File: src/rtl/mux_project_sequencer.sv
// Sequencer for the shared muxed project slots: owns the one-hot enable, the
// project reset bit and the return-mux index, with break-before-make switching.
module mux_project_sequencer #(
  parameter int N_PROJ       = 16,
  parameter int IDX_W        = 4,
  parameter int DRAIN_CYCLES = 2,
  parameter int RST_CYCLES   = 8
) (
  input  logic              clk,
  input  logic              rst,
  input  logic              sel_valid,
  output logic              sel_ready,
  input  logic [IDX_W-1:0]  sel_idx,
  input  logic              sel_off,
  input  logic              user_rst_n,
  output logic [N_PROJ-1:0] ena,
  output logic              proj_rst_n,
  output logic [IDX_W-1:0]  cur_idx,
  output logic              active,
  output logic              busy,
  output logic              err
);

  typedef enum logic [2:0] {IDLE, DRAIN, LOAD, RESET, RUN} state_t;

  localparam int CNT_W = 8;

  state_t             state;
  logic [CNT_W-1:0]   cnt;
  logic [IDX_W-1:0]   req_idx;
  logic               req_off;
  logic               accept;
  logic               idx_bad;

  assign accept  = sel_valid && sel_ready;
  assign idx_bad = !sel_off && (32'(sel_idx) >= N_PROJ);

  function automatic logic [N_PROJ-1:0] onehot(input logic [IDX_W-1:0] idx);
    return {{(N_PROJ-1){1'b0}}, 1'b1} << idx;
  endfunction

  // Outputs are computed for the state being entered, so every output is a flop.
  always_ff @(posedge clk or posedge rst) begin
    if (rst) begin
      state      <= IDLE;
      ena        <= '0;
      proj_rst_n <= 1'b0;
      cur_idx    <= '0;
      active     <= 1'b0;
      busy       <= 1'b0;
      err        <= 1'b0;
      sel_ready  <= 1'b1;
      cnt        <= '0;
      req_idx    <= '0;
      req_off    <= 1'b0;
    end else begin
      err <= accept && idx_bad;
      case (state)
        IDLE: begin
          if (accept && !sel_off && !idx_bad) begin
            state      <= LOAD;
            req_idx    <= sel_idx;
            req_off    <= 1'b0;
            cur_idx    <= sel_idx;
            ena        <= '0;
            proj_rst_n <= 1'b0;
            busy       <= 1'b1;
            sel_ready  <= 1'b0;
          end
        end
        RUN: begin
          proj_rst_n <= user_rst_n;
          if (accept && !idx_bad) begin
            state      <= DRAIN;
            req_idx    <= sel_idx;
            req_off    <= sel_off;
            cnt        <= CNT_W'(DRAIN_CYCLES - 1);
            proj_rst_n <= 1'b0;
            active     <= 1'b0;
            busy       <= 1'b1;
            sel_ready  <= 1'b0;
          end
        end
        // The old project keeps its enable while held in reset, then drops it
        // one full cycle before the new enable appears.
        DRAIN: begin
          if (cnt == '0) begin
            ena <= '0;
            if (req_off) begin
              state     <= IDLE;
              busy      <= 1'b0;
              sel_ready <= 1'b1;
            end else begin
              state   <= LOAD;
              cur_idx <= req_idx;
            end
          end else begin
            cnt <= cnt - 1'b1;
          end
        end
        LOAD: begin
          state <= RESET;
          ena   <= onehot(cur_idx);
          cnt   <= CNT_W'(RST_CYCLES - 1);
        end
        RESET: begin
          if (cnt == '0) begin
            state      <= RUN;
            active     <= 1'b1;
            busy       <= 1'b0;
            sel_ready  <= 1'b1;
            proj_rst_n <= user_rst_n;
          end else begin
            cnt <= cnt - 1'b1;
          end
        end
        default: begin
          state      <= IDLE;
          ena        <= '0;
          proj_rst_n <= 1'b0;
          active     <= 1'b0;
          busy       <= 1'b0;
          sel_ready  <= 1'b1;
        end
      endcase
    end
  end

endmodule

File: config.mk
export PLATFORM = sky130hd
export DESIGN_NAME = mux_project_sequencer
export DESIGN_NICKNAME = d
export VERILOG_FILES = /design/src/rtl/mux_project_sequencer.sv
export SDC_FILE = /design/constraint.sdc
export NUM_CORES = 1
export LEC_CHECK = 0
export ABC_AREA = 1
export ABC_CLOCK_PERIOD_IN_PS = 2220
export CAP_MARGIN = 15
export CORE_MARGIN = 2
export CORE_UTILIZATION = 52
export DETAILED_ROUTE_END_ITERATION = 8
export PLACE_DENSITY = 0.75
export SYNTH_ARGS = -nofsm -noshare
export SYNTH_HDL_FRONTEND = slang
export SYNTH_SLANG_ARGS = --single-unit
export TNS_END_PERCENT = 20
File: constraint.sdc
create_clock -name clk -period 2.22 [get_ports clk]
set_clock_uncertainty 0.15 [all_clocks]
set_input_delay 0.222 -clock clk [delete_from_list [all_inputs] [get_ports clk]]
set_output_delay 0.222 -clock clk [all_outputs]
set_load 0.05 [all_outputs]
; Word-level counts from Yosys, hierarchy flattened
; Index checks and enable logic that the tools add are counted.
[word_totals]
register_bits = 40
[op_classes]
reduce_logical = 20
n_shift = 1
n_eq_ne = 11
n_mux = 36
bitwise_logic = 4
n_addsub = 1
[op_table]
columns = cell, n
row1 = one-hot mux 16 bit (4 select lines), 1
row2 = 2-to-1 mux 16 bit, 2
row3 = one-hot mux 8 bit (3 select lines), 1
row4 = 2-to-1 mux 4 bit, 4
row5 = 2-to-1 mux 8 bit, 2
row6 = one-hot mux 4 bit (2 select lines), 2
row7 = left shift 1 x 4 -> 16 bit (first input constant), 1
row8 = one-hot mux 3 bit (5 select lines), 1
row9 = AND reduction 3 bit, 5
row10 = != test 2 bit (second input constant), 7
row11 = 2-to-1 mux 1 bit, 13
row12 = 2-to-1 mux 3 bit, 4
row13 = one-hot mux 1 bit (5 select lines), 2
row14 = logical NOT 8 bit, 1
row15 = AND reduction 4 bit, 2
row16 = subtractor 8 x 1 -> 8 bit (second input constant), 1
row17 = == test 3 x 2 -> 1 bit (second input constant), 2
row18 = AND reduction 6 bit, 1
row19 = OR reduction 2 bit, 3
row20 = NOT 1 bit, 4
row21 = one-hot mux 1 bit (4 select lines), 1
row22 = nonzero test 2 bit, 2
row23 = == test 3 x 1 -> 1 bit (second input constant), 1
row24 = == test 3 bit (second input constant), 1
row25 = 8 further kinds, 9

; Longest topological paths before layout
; Gate-level depths: netlist (run 1).
[logic_depth]
word_depth = 4
depth_mapped = 9
mapped_depth_nobuf = 9

; Least setup slack after synthesis (run 1)
; No wires, ideal clock.
[synth_timing]
kind = register to register
start = register sel_ready
end = register ena[15]
n_path_buf = 1
required_time_ns = 1.948
path_stages_with_launch = 9
synth_period_minus_slack_ns = 1.710
path_slack_ns = 0.510
arrival_time_ns = 1.438
cell_sequence = dfstp_2 -> nand2_1 -> nor2_1 -> nor2_2 -> inv_2 -> nand2_2 -> buf_6 -> o21ai_1 -> nand2_1
[synth_via]
elab_chain_len = 4
[synth_lines]
columns = item, line_no
row1 = from (decl), 12  ; output logic sel_ready,
row2 = from (signal assigned), 52  ; sel_ready <= 1'b1;
row3 = from (signal assigned), 68  ; sel_ready <= 1'b0;
row4 = from (signal assigned), 81  ; sel_ready <= 1'b0;
row5 = logical AND 1 bit, 35  ; assign accept = sel_valid && sel_ready;
row6 = logical AND 1 bit, 60  ; if (accept && !sel_off && !idx_bad) begin
row7 = != test 2 bit (no source line), n/a
row8 = AND reduction 3 bit (no source line), n/a
row9 = to (signal assigned), 103  ; ena <= onehot(cur_idx);
row10 = to (decl), 16  ; output logic [N_PROJ-1:0] ena,
; No other way between the ends.
; A chain may end at the register's enable or synchronous reset.

; Worst setup path in the final report (run 1)
[layout_timing]
start = register sel_ready
end = output sel_ready
; No word-level cell between the ends.

==> impl_metrics.toml, run 1 <==
[pwr]
powerDensity_mw_per_mm2 = 1648
switching_share_pct = 50.42
power.leakage_nw = 1.232
irDropWorstVdd_mv = 0.8314
internal_power_w = 0.002037
clkPwrFrac_pct = 14.3
switching_power_w = 0.002072
power_frac_seq_pct = 30.2
total_power_w = 0.004109
combPwrFrac_pct = 55.6

[logic_synthesis]
synth.largest_area_cell = "dfrtp_1"
synth.distinct_cells = 26
ys_ff_latch = 40
synth_fp_nets = 261
yosysWarnings = 0
postSynthAreaPerCell_um2 = 8.083
syn_area_mm2 = 0.002021
seq_area_frac_synth_pct = 49.60
synth.area.top_cells = "dfrtp_1, nand2_1, o21ai_0, o21ai_1, inv_1"
synthCells = 250
synth_top_cell_area_share_pct = 48.30

[worst_setup_path]
path_cells = "clkdlybuf4s50_1"
setup.worst_path.end_class = "output port"
cpMaxStageDelayCell = "clkdlybuf4s50_1"
worstPathArrival_ps = 1630
worstPathRequired_ps = 1850
max_stage_delay_ps = 800
critPathLaunchType = "register"
path_class = "register to output port"
worstPathMaxFanout = 3
path_delay_family = "buffers and inverters"
crit_buf_inv = 1

[grt]
met2_usage_pct = 32.88
grt_pass1_wl_mm = 6.941
first_global_vias = 1586
grt.total_usage_pct = 20.85
top_usage_layer = "met2"
grt_antenna_before_repair = 0
met1_usage_pct = 28.16
overflow = 0
grt_use_met3_pct = 5.111
grt_start_max_net_pins = 41

[floorplanning]
placementRows = 22
die-area_mm2 = 0.004400
core_area_mm2 = 0.003689
io_pins = 34
start_util_pct = 54.78
die_h_um = 66.34
die_w_um = 66.34

[drt]
wl_mm = 4.040
dr.first_iter.drc_count = 136
drc = 0
wl_per_cell_um = 12.02
detail-route-antenna-nets = 0
dr.pass1.iters = 4
via_per_inst = 5.152
num_vias = 1731

[clocking]
hold_buffers = 0
clock_path_buffers = 2
cts-root-buf = "clkbuf_8"
ctsResizeCount = 0
postCtsSetupRepairBufs = 0
cts_tree = "built"
worstSkewPairLatency_ps = 290
cts-buffers-inserted = 5
clk_pin_slew_worst_paths_ps = 80
clock-sinks = 40
cts_max_level = 2

[timing]
hold_violations = 0
finalSetupTns_ps = 0
maxSlewViolCount = 0
max_slew_margin_pct = 65.48
timing.fmax_mhz = 498.8
worstMarginPinSlew_ps = 516.2
finalSetupViolations = 0
fin_crit_sh_pct = 90.31
rsz0062_at_grt = "false"
period_minus_slack_ps = 2005

[run_status]
status = "complete, no violations"

[hold_path]
hp-class = "primary input to async pin"

[place]
portBuffers = 32
place_hpwl_mm = 3.015
dpl_cell_area_mm2 = 0.002382
gp_congestion = 0.8532

[finish]
layout_common_cells = "nand2_1, dfrtp_1, clkdlybuf4s50_1"
layout.nets = 298
stdcell_area_mm2 = 0.002494
fin_util_pct = 67.61
fillers = 322
drive_gt1_share_pct = 12.85
diodes = 0
mostFrequentLayoutCell = "nand2_1"
syn2layout_area_growth_pct = 23.41

[run]
cap_violations = 0
## power groups by stage
stage / logic (W) / registers, W / clock network, W
3_3_place_gp: 0.00225 / 0.00125 / 0
4_1_cts: 0.00229 / 0.00124 / 0.000602
6_report: 0.00228 / 0.00124 / 0.000587
3_5_place_dp: 0.00228 / 0.00125 / 0
5_1_grt: 0.00255 / 0.00127 / 0.000629
2_1_floorplan: 0.00135 / 0.00163 / 0
## logic make-up (layout without fill, tap and decap cells)
logic type               after synthesis  count (layout)  synth area share (%)
AND/OR/NAND/NOR                      135             135                 31.02
AO/OA/AOI/OAI                         42              42                 10.90
flip-flops                            40              40                 49.60
buffers and inverters                 27              65                 5.758
XOR/XNOR                               3               3                 1.301
adder cells (fa/ha/maj)                2               2                 1.238
other                                  1               1                0.1856
## state kept, by name, indices dropped and copies added, names as in the netlist
signal and cells:
ena 16, cnt 8, cur_idx 4, req_idx 4, state 3, active 1
busy 1, proj_rst_n 1, req_off 1, sel_ready 1
## metal layers
layer	part of all wire (%)	vias up	wire length, um
li1	-	878	-
met1	47	803	1900
met2	47	45	1885
met3	5.1	5	206
met4	1.2	0	47
met5	0	-	0
## Yosys cell counts
cell / count
inv_1: 19
nand2_2: 6
xnor2_1: 2
inv_2: 5
o21ai_0: 21
nand3_2: 1
nor3b_2: 1
nand2_1: 80
nor2_4: 5
or2_2: 4
o21ai_2: 1
nor2_2: 3
nand3_1: 11
a21oi_2: 1
dfstp_2: 1
o21bai_1: 1
nor2_1: 11
dfrtp_1: 39
buf_6: 1
xor2_1: 1
ha_1: 2
nand4_1: 4
conb_1: 1
o21ai_1: 18
buf_4: 2
nor3_1: 9
## area by class of cell
cell class | instances | area, um^2 | area share (%)
Tap cell | 48 | 60.06 | 2.408
Multi-Input combinational cell | 183 | 902.1 | 36.18
Timing Repair Buffer | 33 | 327.8 | 13.15
Sequential cell | 40 | 1002 | 40.19
Clock inverter | 3 | 42.54 | 1.706
Clock buffer | 5 | 68.82 | 2.760
Inverter | 24 | 90.09 | 3.613
## metrics by stage
| stage | instances | setup slack (ps) | hold slack, ps |
|---|---|---|---|
| 3_3_place_gp | 328 | 477.8 | 300.2 |
| 6_report | 336 | 215.0 | 194.1 |
| 3_5_place_dp | 328 | 431.6 | 304.5 |
| 4_1_cts | 336 | 202.0 | 213.0 |
| 2_1_floorplan | 250 | 510.0 | 188.6 |
| 5_1_grt | 336 | 176.3 | 275.9 |
## worst paths after layout
| path | start | end | slack [ps] | cells past startpoint |
|---|---|---|---|---|
| max | sel_ready | sel_ready | 220 | 1 |
| min reg2reg | req_idx[0] | req_idx[0] | 320 | 2 |
| max in group asynchronous | rst | sel_ready | 1380 | 3 |
| min in group clk | req_idx[0] | req_idx[0] | 320 | 2 |
| min | rst | cnt[2] | 190 | 3 |
| max reg2reg | state[2] | ena[12] | 440 | 7 |
(Power assumes the default switching activity.)
==> run 2: changes to the inputs <==
--- a/config.mk
+++ b/config.mk
@@ -11,7 +11,8 @@
 export CORE_MARGIN = 2
 export CORE_UTILIZATION = 52
 export DETAILED_ROUTE_END_ITERATION = 8
-export PLACE_DENSITY = 0.75
+export PLACE_DENSITY_LB_ADDON = 0.08
+export SKIP_LAST_GASP = 1
 export SYNTH_ARGS = -nofsm -noshare
 export SYNTH_HDL_FRONTEND = slang
 export SYNTH_SLANG_ARGS = --single-unit
==> impl_metrics.toml, run 2 (synthesized netlist as in run 1, its figures left out) <==
[run_status]
status = "complete, no violations"

[timing]
maxSlewViolCount = 0
hold_violations = 0
finalSetupTns_ps = 0
timing.fmax_mhz = 499.8
max_slew_margin_pct = 65.96
holdWs_ps = 215.0
rsz0062_at_grt = "false"
period_minus_slack_ps = 2001
fin_crit_sh_pct = 90.12
finalSetupViolations = 0
worstMarginPinSlew_ps = 508.7

[finish]
top_register = "ena"
diodes = 0
seq_area_mm2 = 0.001002
syn2layout_area_growth_pct = 22.35
largest_reg_flops = 16
drive_gt1_share_pct = 12.15
multiInputGateArea_um2 = 902.1
layout.nets = 298
top_regs = "ena x16, cnt x8"
mostFrequentLayoutCell = "nand2_1"
layout_common_cells = "nand2_1, dfrtp_1, clkdlybuf4s50_1"
fillers = 349

[floorplanning]
placementRows = 22
core_area_mm2 = 0.003689
io_pins = 34
die_w_um = 66.34
die-area_mm2 = 0.004400
die_h_um = 66.34
start_util_pct = 54.78

[drt]
via_per_inst = 5.018
num_vias = 1686
wl_mm = 4.071
dr.pass1.iters = 4
dr.first_iter.drc_count = 125
wl_per_cell_um = 12.12
drc = 0
detail-route-antenna-nets = 0

[worst_setup_path]
worstPathArrival_ps = 1630
worstPathMaxFanout = 3
worstPathRequired_ps = 1850
setup.worst_path.end_class = "output port"
path_class = "register to output port"
critPathLaunchType = "register"
max_stage_delay_ps = 800
path_delay_family = "buffers and inverters"
cpMaxStageDelayCell = "clkdlybuf4s50_1"
crit_buf_inv = 1
path_cells = "clkdlybuf4s50_1"

[clocking]
worstSkewPairLatency_ps = 290
clock_path_buffers = 2
clk_pin_slew_worst_paths_ps = 70
cts_tree = "built"
postCtsSetupRepairBufs = 0
clock-sinks = 40
cts-buffers-inserted = 5
cts-root-buf = "clkbuf_8"
ctsResizeCount = 0
cts_max_level = 2
hold_buffers = 0

[grt]
grt_start_max_net_pins = 41
first_global_vias = 1678
grt.total_usage_pct = 22.07
grt_antenna_before_repair = 0
overflow = 0
grt_pass1_wl_mm = 7.410

[place]
portBuffers = 32
gp_congestion = 0.8240
place_hpwl_mm = 2.936

[pwr]
power.leakage_nw = 1.223
powerDensity_mw_per_mm2 = 1624
irDropWorstVdd_mv = 0.9522
total_power_w = 0.004016

[run]
cap_violations = 0

[hold_path]
hp-class = "primary input to async pin"
==> run 2: stage by stage <==
stage | cells | instance area, um^2 | setup WS [ps] | utilization, %
after floorplan | 250 | 2021 | 510.0 | -
after global placement | 328 | 2382 | 481.7 | 64.59
after detailed placement | 328 | 2382 | 397.7 | 64.59
after CTS | 336 | 2472 | 207.3 | 67.03
after global routing | 336 | 2472 | 170.9 | 67.03
final | 336 | 2472 | 219.4 | 67.03
==> run 2: path summary, 6_finish.rpt <==
path | startpoint | endpoint | slack, ps | cells past startpoint
max in group asynchronous | rst | sel_ready | 1330 | 3
worst max-delay path | sel_ready | sel_ready | 220 | 1
worst min-delay path | rst | cnt[5] | 210 | 3
worst max register to register | cnt[0] | cur_idx[2] | 420 | 9
min in group clk | req_idx[1] | req_idx[1] | 320 | 2
worst min register to register | req_idx[1] | req_idx[1] | 320 | 2
==> run 2: cell type report <==
class | count | area share [%]
Multi-Input combinational cell | 183 | 36.49
Sequential cell | 40 | 40.54
Timing Repair Buffer | 33 | 13.26
Tap cell | 48 | 2.429
Clock buffer | 8 | 3.644
Inverter | 24 | 3.644
==> run 2: where the power goes <==
group | switching, W | internal [W]
Clock | 0.000234 | 0.000253
Combinational | 0.00158 | 0.000711
Sequential | 0.000245 | 0.000996
Total | 0.00206 | 0.00196
==> run 2: routing by layer <==
layer | GRT usage (%) | part of all wire, % | up-vias
met5 | 0 | 0 | -
met4 | 8.163 | 1.0 | 0
met3 | 4.089 | 3.8 | 4
met2 | 34.63 | 46 | 34
met1 | 30.36 | 49 | 769
li1 | - | - | 879
==> run 3: changes to the inputs <==
--- a/config.mk
+++ b/config.mk
@@ -6,10 +6,10 @@
 export NUM_CORES = 1
 export LEC_CHECK = 0
 export ABC_AREA = 1
-export ABC_CLOCK_PERIOD_IN_PS = 2220
+export ABC_CLOCK_PERIOD_IN_PS = 1750
 export CAP_MARGIN = 15
 export CORE_MARGIN = 2
-export CORE_UTILIZATION = 52
+export CORE_UTILIZATION = 47
 export DETAILED_ROUTE_END_ITERATION = 8
 export PLACE_DENSITY_LB_ADDON = 0.08
 export SKIP_LAST_GASP = 1
==> constraint.sdc (replaced) <==
create_clock -name clk -period 1.75 [get_ports clk]
set_clock_uncertainty 0.15 [all_clocks]
set_input_delay 0.175 -clock clk [delete_from_list [all_inputs] [get_ports clk]]
set_output_delay 0.175 -clock clk [all_outputs]
set_load 0.05 [all_outputs]
==> impl_metrics.toml, run 3 (synthesized netlist as in run 1, its figures left out) <==
[timing]
timing.fmax_mhz = 605.8
rsz0062_at_grt = "true"
fin_crit_sh_pct = 94.33
finalSetupTns_ps = 0
period_minus_slack_ps = 1651
maxSlewViolCount = 0
finalSetupViolations = 0
hold_violations = 0

[drt]
drc = 0
num_vias = 1750
dr.first_iter.drc_count = 118
wl_per_cell_um = 12.39
detail-route-antenna-nets = 0
wl_mm = 4.313
dr.pass1.iters = 4
via_per_inst = 5.029

[finish]
layout.nets = 308
multiInputGateArea_um2 = 944.7
fin_util_pct = 63.98
diodes = 0
syn2layout_area_growth_pct = 28.48
fillers = 385
top_regs = "ena x16, cnt x8"
drive_gt1_share_pct = 26.85
layout_common_cells = "nand2_1, dfrtp_1, buf_4"
top_register = "ena"
largest_reg_flops = 16
seq_area_mm2 = 0.001005
mostFrequentLayoutCell = "nand2_1"

[clocking]
clock-sinks = 40
hold_buffers = 0
cts-root-buf = "clkbuf_8"
worstSkewPairLatency_ps = 290
clk_pin_slew_worst_paths_ps = 80
cts-buffers-inserted = 5
clock_path_buffers = 2
cts_tree = "built"
cts_max_level = 2

[grt]
grt_start_max_net_pins = 33
first_global_vias = 1743
grt_antenna_before_repair = 0
grt.total_usage_pct = 20.25
grt_pass1_wl_mm = 7.886
overflow = 0

[floorplanning]
core_area_mm2 = 0.004058
io_pins = 34
die-area_mm2 = 0.004840
placementRows = 23
start_util_pct = 49.80
die_w_um = 69.57
die_h_um = 69.57

[worst_setup_path]
cpMaxStageDelayCell = "dfrtp_1"
worstPathMaxFanout = 17
path_cells = "inv_2 -> buf_4 -> nand2_1 -> nor2_2 -> inv_2 -> nand2_4 -> o21ai_0 -> nand2_1"
max_stage_delay_ps = 510
critPathLaunchType = "register"
worstPathRequired_ps = 1770
path_class = "register to register"
setup.worst_path.end_class = "register"
worstPathArrival_ps = 1680

[run_status]
status = "complete, no violations"

[pwr]
power.leakage_nw = 1.354
irDropWorstVdd_mv = 1.072
powerDensity_mw_per_mm2 = 2150

[place]
portBuffers = 32
gp_congestion = 0.8504
place_hpwl_mm = 3.261

[run]
cap_violations = 0

[hold_path]
hp-class = "primary input to async pin"
-- run 3: path summary, 6_finish.rpt --
kind / startpoint / end / slack, ps / depth (start not counted)
max in group asynchronous: rst / cnt[3] / 920 / 3
worst max register to register: state[2] / ena[14] / 100 / 8
worst min-delay path: rst / cnt[4] / 20 / 2
worst min register to register: req_idx[2] / req_idx[2] / 320 / 2
min in group clk: sel_idx[2] / req_idx[2] / 300 / 3
worst max-delay path: state[2] / ena[14] / 100 / 8
-- run 3: what timing repair did --
| item | CTS | global route |
|---|---|---|
| resized for setup | 0 | 14 |
| hold endpoints to repair | 0 | 0 |
| buffers inserted | 0 | 1 |
| endpoints found under the setup margin | 0 | 27 |
-- run 3: worst max-delay path, delay by kind of cell, from the launching register on --
| kind | cells | cell delay [ps] |
|---|---|---|
| flip-flops | 1 | 510 |
| AND/OR/NAND/NOR | 4 | 340 |
| buffers and inverters | 3 | 310 |
| AO/OA/AOI/OAI | 1 | 210 |
-- run 3: area by class of cell --
type                       instances  area share, %
clock inverter                     1          1.157
multi-input combinational        183          36.39
tap                               50          2.410
sequential                        40          38.70
clock buffer                       7          3.711
timing repair buffer              43          14.17
inverter                          24          3.470
-- run 3: where the power goes --
part	switching, W	internal, W	total, W
Clock	0.000313	0.000503	0.000816
Sequential	0.000317	0.00127	0.00158
Combinational	0.00213	0.00105	0.00318
Total	0.00276	0.00282	0.00558
-- run 3: metal layers --
layer	share of wire, %	GRT usage [%]
met5	0	0
met4	1.0	5.229
met3	4.0	4.797
met2	44	31.62
met1	51	28.46
-- run 3: per-stage QoR --
| step | power [W] | area [um^2] | hold WS (ps) | setup slack (ps) | std cells |
|---|---|---|---|---|---|
| 3_5_place_dp | 0.004627 | 2417 | 304.0 | -9.236 | 339 |
| 6_report | 0.005583 | 2596 | 17.99 | 99.17 | 348 |
| 3_3_place_gp | 0.004570 | 2417 | 299.4 | 61.26 | 339 |
| 4_1_cts | 0.005460 | 2544 | 29.69 | 25.12 | 347 |
| 5_1_grt | 0.006092 | 2596 | 68.95 | -29.23 | 348 |
| 2_1_floorplan | 0.003783 | 2021 | 141.6 | 40.04 | 250 |
==> variant 1: new RTL, config.mk and constraints of run 1 <==
The output `err` loses its register stage (`err` becomes a continuous assignment).
--- a/src/rtl/mux_project_sequencer.sv
+++ b/src/rtl/mux_project_sequencer.sv
@@ -49,5 +49,4 @@
       active     <= 1'b0;
       busy       <= 1'b0;
-      err        <= 1'b0;
       sel_ready  <= 1'b1;
       cnt        <= '0;
@@ -55,5 +54,4 @@
       req_off    <= 1'b0;
     end else begin
-      err <= accept && idx_bad;
       case (state)
         IDLE: begin
@@ -127,4 +125,6 @@
   end
 
+  assign err = accept && idx_bad;
+
 endmodule
 
Function: kept (equiv_simple and equiv_induct, registers matched by name and starting in step).
==> variant 1 against run 1 <==
- largest cell class unchanged
- critical path depth did not move
- design area fell by 0.95%
- total power fell by 3.5%
- wire length fell by 7.0%
- synthesized area fell by 1.2%
- sequential cell count did not move
- largest power group unchanged
- maximum frequency fell by 0.71%
- setup slack got worse by 14 ps
==> variant 1: results (changes against run 1) <==
- Clk Latency, worst-skew pair: 280 ps
- Largest cells by area after synthesis: dfrtp_1, nand2_1, o21ai_0, inv_1, nand3_1 (was dfrtp_1, nand2_1, o21ai_0, o21ai_1, inv_1)
- Crit path max fanout: 9 (was 3)
- CTS Buf Count: 5 (unchanged)
- CP max-delay cell: clkdlybuf4s50_1 (unchanged)
- Initial DRC Count: 107 (was 136)
- DR WL/cell: 11.15 µm (was 12.02 µm)
- CP delay by family, top: buffers and inverters (unchanged)
- Initial antenna violation count: 0 (unchanged)
- IR drop worst, VDD: 0.8575 mV (was 0.8314 mV)
- Via count: 1667 (was 1731)
- Global-route wire length before repair: 6775 µm (was 6941 µm)
- Layout cells sized above 1: 0.1280 (was 0.1285)
- Total of warnings raised by yosys: 0 (unchanged)
- Vias in the first global route: 1591 (was 1586)
- Post-CTS resize count: 0 (unchanged)
- Post-synth ARST share: 1.000 (unchanged)
- RR Startpoint: sel_ready$_DFFE_PP1P_ (was state[2]$_DFFE_PP0P_)
- Slew headroom: 0.6643 (was 0.6548)
- Dpl hpwl: 2833 µm (was 3015 µm)
- # Post-CTS Setup Buffers: 0 (unchanged)
- HP Class: input pin to asynchronous set/reset pin (unchanged)
- Commonest cells post-synth: nand2_1, dfrtp_1, inv_1, o21ai_0, nor2_1 (was nand2_1, dfrtp_1, o21ai_0, inv_1, o21ai_1)
- Placer Congestion: 0.8805 (was 0.8532)
- First-pass DRT Iterations: 4 (unchanged)
- Worst R2R Path Depth: 7 (unchanged)
- Yosys cell types: 27 (was 26)
- H-Tree Level Count: 2 (unchanged)
- Critical path's largest stage delay: 870 ps (was 800 ps)
- CTS Buffer Depth: 2 (unchanged)
- Seq/Total Area, Yosys: 0.5019 (was 0.4960)
- Nets: 299 (was 298)
- Worst R2R Setup Slack: 520 ps (was 440 ps)
- Fillers: 336 (was 322)
- Clk pin slew, worst setup/hold paths: 70 ps
- WP data arrival: 1650 ps (was 1630 ps)
- Largest regs: ena: 16 flops, cnt: 8 flops (unchanged)
- Largest net degree at the start of global routing: 41 (unchanged)
- RR Endpoint: ena[14]$_DFFE_PP0P_ (was ena[12]$_DFFE_PP0P_)
- Synth Net Count: 262 (was 261)
- Worst setup path endpoint: cur_idx[2] (was sel_ready)
- Outcome: finished clean (unchanged)
- GRT Total Usage: 0.2007 (was 0.2085)
- Antenna diodes: 0 (unchanged)
- Root Buffer: clkbuf_8 (unchanged)
- Pleak: 0.001267 µW (was 0.001232 µW)
- Critical path launch point: cur_idx[2]$_DFFE_PP0P_ (was sel_ready$_DFFE_PP1P_)
- I/O Buffers: 32 (unchanged)
variant 1: changes by cell type in the layout (fill, tap and decap cells not counted), sizes merged, moves of 3 or more:
cell and delta:
or2 -4, nor3 -4, inv +9, nand4 -3
o21ai -11, nand2 +10
variant 1: cell families (layout without fill, tap and decap cells):
logic type,count (synthesis),count (layout),synth area share
and+or+nand+nor,136,136,0.3064
DFF,40,40,0.5019
buffers and inverters,36,74,0.07331
AOI/OAI and AO/OA,33,33,0.09086
xor gates and xnor gates,3,3,0.01316
adders and majority gates,2,2,0.01253
other,1,1,0.001878
variant 1: where the power goes:
part | switching [µW] | internal [µW]
Sequential | 218 | 992
Clock | 240 | 333
Combinational | 1500 | 687
variant 1: stage by stage:
stage / instances / utilization / hold slack, ps / worst slack [ps] / area (µm²)
finish: 337 / 0.6696 / 207.1 / 200.6 / 2470
global route: 337 / 0.6696 / 281.6 / 135.8 / 2470
CTS: 337 / 0.6696 / 235.7 / 199.6 / 2470
detailed placement: 329 / 0.6404 / 309.2 / 359.3 / 2362
global placement: 329 / 0.6404 / 306.3 / 444.6 / 2362
floorplan: 251 / - / 236.6 / 418.7 / 1997
variant 1: worst min path at each step:
stage                                  end          startpoint  slack, ps  cells past startpoint
CTS                    ena[12]$_DFFE_PP0P_                 rst        240                      3
global route            cnt[4]$_DFFE_PP0P_                 rst        280                      3
detailed placement      cnt[2]$_DFFE_PP0P_  cnt[2]$_DFFE_PP0P_        310                      2
floorplan           proj_rst_n$_DFFE_PP0P_          user_rst_n        240                      2
global placement        cnt[2]$_DFFE_PP0P_  cnt[2]$_DFFE_PP0P_        310                      2
finish                  cnt[5]$_DFFE_PP0P_                 rst        210                      3
variant 1: worst reg2reg max path: stages, from the launching register on:
cell     delay [ps]
dfstp_2         550
nand2_1          60
nor2_1          230
nor2_2           90
inv_1           130
nand3_4         190
nand2_1         100
o21ai_0          80
variant 1: final cells by class:
| class | instances | share of cell area |
|---|---|---|
| Clock buffer | 6 | 0.02938 |
| Clock inverter | 2 | 0.01418 |
| Inverter | 33 | 0.05015 |
| Multi-Input combinational cell | 175 | 0.3435 |
| Sequential cell | 40 | 0.4058 |
| Tap cell | 48 | 0.02432 |
| Timing Repair Buffer | 33 | 0.1327 |
variant 1: routing by layer:
layer / track usage / share of wire / vias up
li1: - / - / 862
met1: 0.2497 / 0.48 / 767
met2: 0.3497 / 0.47 / 33
met3: 0.04259 / 0.042 / 5
met4: 0.06122 / 0.014 / 0
met5: 0 / 0 / -
==> variant 2: new RTL, settings of run 1 <==
Made on the original files. Change the localparam `CNT_W` from 8 to 9.
--- a/src/rtl/mux_project_sequencer.sv
+++ b/src/rtl/mux_project_sequencer.sv
@@ -24,5 +24,5 @@
   typedef enum logic [2:0] {IDLE, DRAIN, LOAD, RESET, RUN} state_t;
 
-  localparam int CNT_W = 8;
+  localparam int CNT_W = 9;
 
   state_t             state;
Function: no difference found for any inputs over 10 cycles, from zero or initial values and one cycle with rst high; that may be too few to reach the edited logic, so the function may still have changed.
==> variant 2 against run 1 <==
- via count shrank 0.23%
- wire length grew 2.8%
- synthesized area grew 3.0%
- total power shrank 1.4%
- sequential share of layout area is essentially flat
- design area grew 2.5%
- synthesized cell count grew 6.0%
- setup slack lost 6.5 ps
- sequential cell count grew 1
- critical path type unchanged
- largest power group unchanged
- highest routed layer unchanged
==> variant 2: results (changes against run 1) <==
- Biggest register: ena (unchanged)
- CTS Buf Count: 5 (unchanged)
- Syn Area/Cell: 7.857 µm² (was 8.083 µm²)
- Clock power frac: 0.156 (was 0.143)
- Synth Area in Compound Gates: 0.07392 (was 0.1090)
- Worst-Margin Slew: 538.9 ps (was 516.2 ps)
- Vias in the first global route: 1638 (was 1586)
- Period utilization: 0.9061 (was 0.9031)
- Layout cells sized above 1: 0.1159 (was 0.1285)
- Largest regs: ena: 16 flops, cnt: 9 flops (was ena: 16 flops, cnt: 8 flops)
- Post-Place Worst Slack: 355.9 ps (was 431.6 ps)
- # Post-CTS Setup Buffers: 0 (unchanged)
- Placer Congestion: 0.8181 (was 0.8532)
- Global-route wire length before repair: 7258 µm (was 6941 µm)
- Overall power: 4052 µW (was 4109 µW)
- Commonest cells post-synth: nand2_1, dfrtp_1, inv_1, o21ai_0, nor2_1 (was nand2_1, dfrtp_1, o21ai_0, inv_1, o21ai_1)
- IR drop worst, VDD: 0.8885 mV (was 0.8314 mV)
- DR vias/cell: 4.934 (was 5.152)
- HP Class: input pin to asynchronous set/reset pin (unchanged)
- Fillers: 338 (was 322)
- Seq/Total Area, Yosys: 0.4934 (was 0.4960)
- DR WL/cell: 11.86 µm (was 12.02 µm)
- Post-synthesis adder-cell area fraction: 0.006010 (was 0.01238)
- RR Startpoint: cnt[0]$_DFFE_PP0P_ (was state[2]$_DFFE_PP0P_)
- Root Buffer: clkbuf_8 (unchanged)
- PD cells: 1586 nW/µm² (was 1648 nW/µm²)
- RR Endpoint: ena[1]$_DFFE_PP0P_ (was ena[12]$_DFFE_PP0P_)
- Placed cells: 342 (was 328)
- Largest cells by area after synthesis: dfrtp_1, nand2_1, o21ai_0, inv_1, nor2_1 (was dfrtp_1, nand2_1, o21ai_0, o21ai_1, inv_1)
- Hold WS: 193.1 ps (was 194.1 ps)
- Largest net degree at the start of global routing: 42 (was 41)
- Placed Area: 2435 µm² (was 2382 µm²)
- Clk Latency, worst-skew pair: 300 ps
- GRT Total Usage: 0.2180 (was 0.2085)
- Power Internal: 2040 µW (was 2037 µW)
- Outcome: finished clean (unchanged)
- Proportion of synthesized area in mux cells: 0 (unchanged)
- H-Tree Level Count: 2 (unchanged)
- Worst R2R Path Depth: 9 (was 7)
- Via count: 1727 (was 1731)
- Yosys cell types: 28 (was 26)
- Nets: 311 (was 298)
- Dpl hpwl: 2978 µm (was 3015 µm)
- Post-Synth XOR/XNOR Area: 0.01683 (was 0.01300)
- Pleak: 0.001300 µW (was 0.001232 µW)
- Power Combinational: 2220 µW (was 2280 µW)
- Initial DRC Count: 106 (was 136)
- I/O Buffers: 32 (unchanged)
- Synth Net Count: 275 (was 261)
-- variant 2: changes by cell type after synthesis, moves of 3 or more --
cell / change
inv_1: +4
a21oi_1: +3
nand3_1: -4
xor2_1: +3
o21ai_1: -15
nand2_2: -4
inv_2: +3
or2_2: -4
nand2_1: +32
o21ai_0: -3
-- variant 2: area by class of cell --
cell class | instances | area share
flip-flops and latches | 41 | 0.4021
well taps | 48 | 0.02351
inverters | 32 | 0.04799
clock inverters | 2 | 0.01469
repair buffers | 33 | 0.1283
clock buffers | 6 | 0.03232
multi-input cells | 188 | 0.3511
-- variant 2: layer usage --
layer	GRT usage	vias to the layer above	share of wire
met3	0.05667	7	0.048
li1	-	892	-
met2	0.3515	47	0.47
met1	0.2752	781	0.46
met4	0.09949	0	0.018
met5	0	-	0
-- variant 2: cells by family after synthesis --
kind of cell | Yosys count
flops | 41
other cells | 1
fa+ha+maj | 1
compound gates | 27
buf+inv | 36
simple gates | 155
xor+xnor | 4
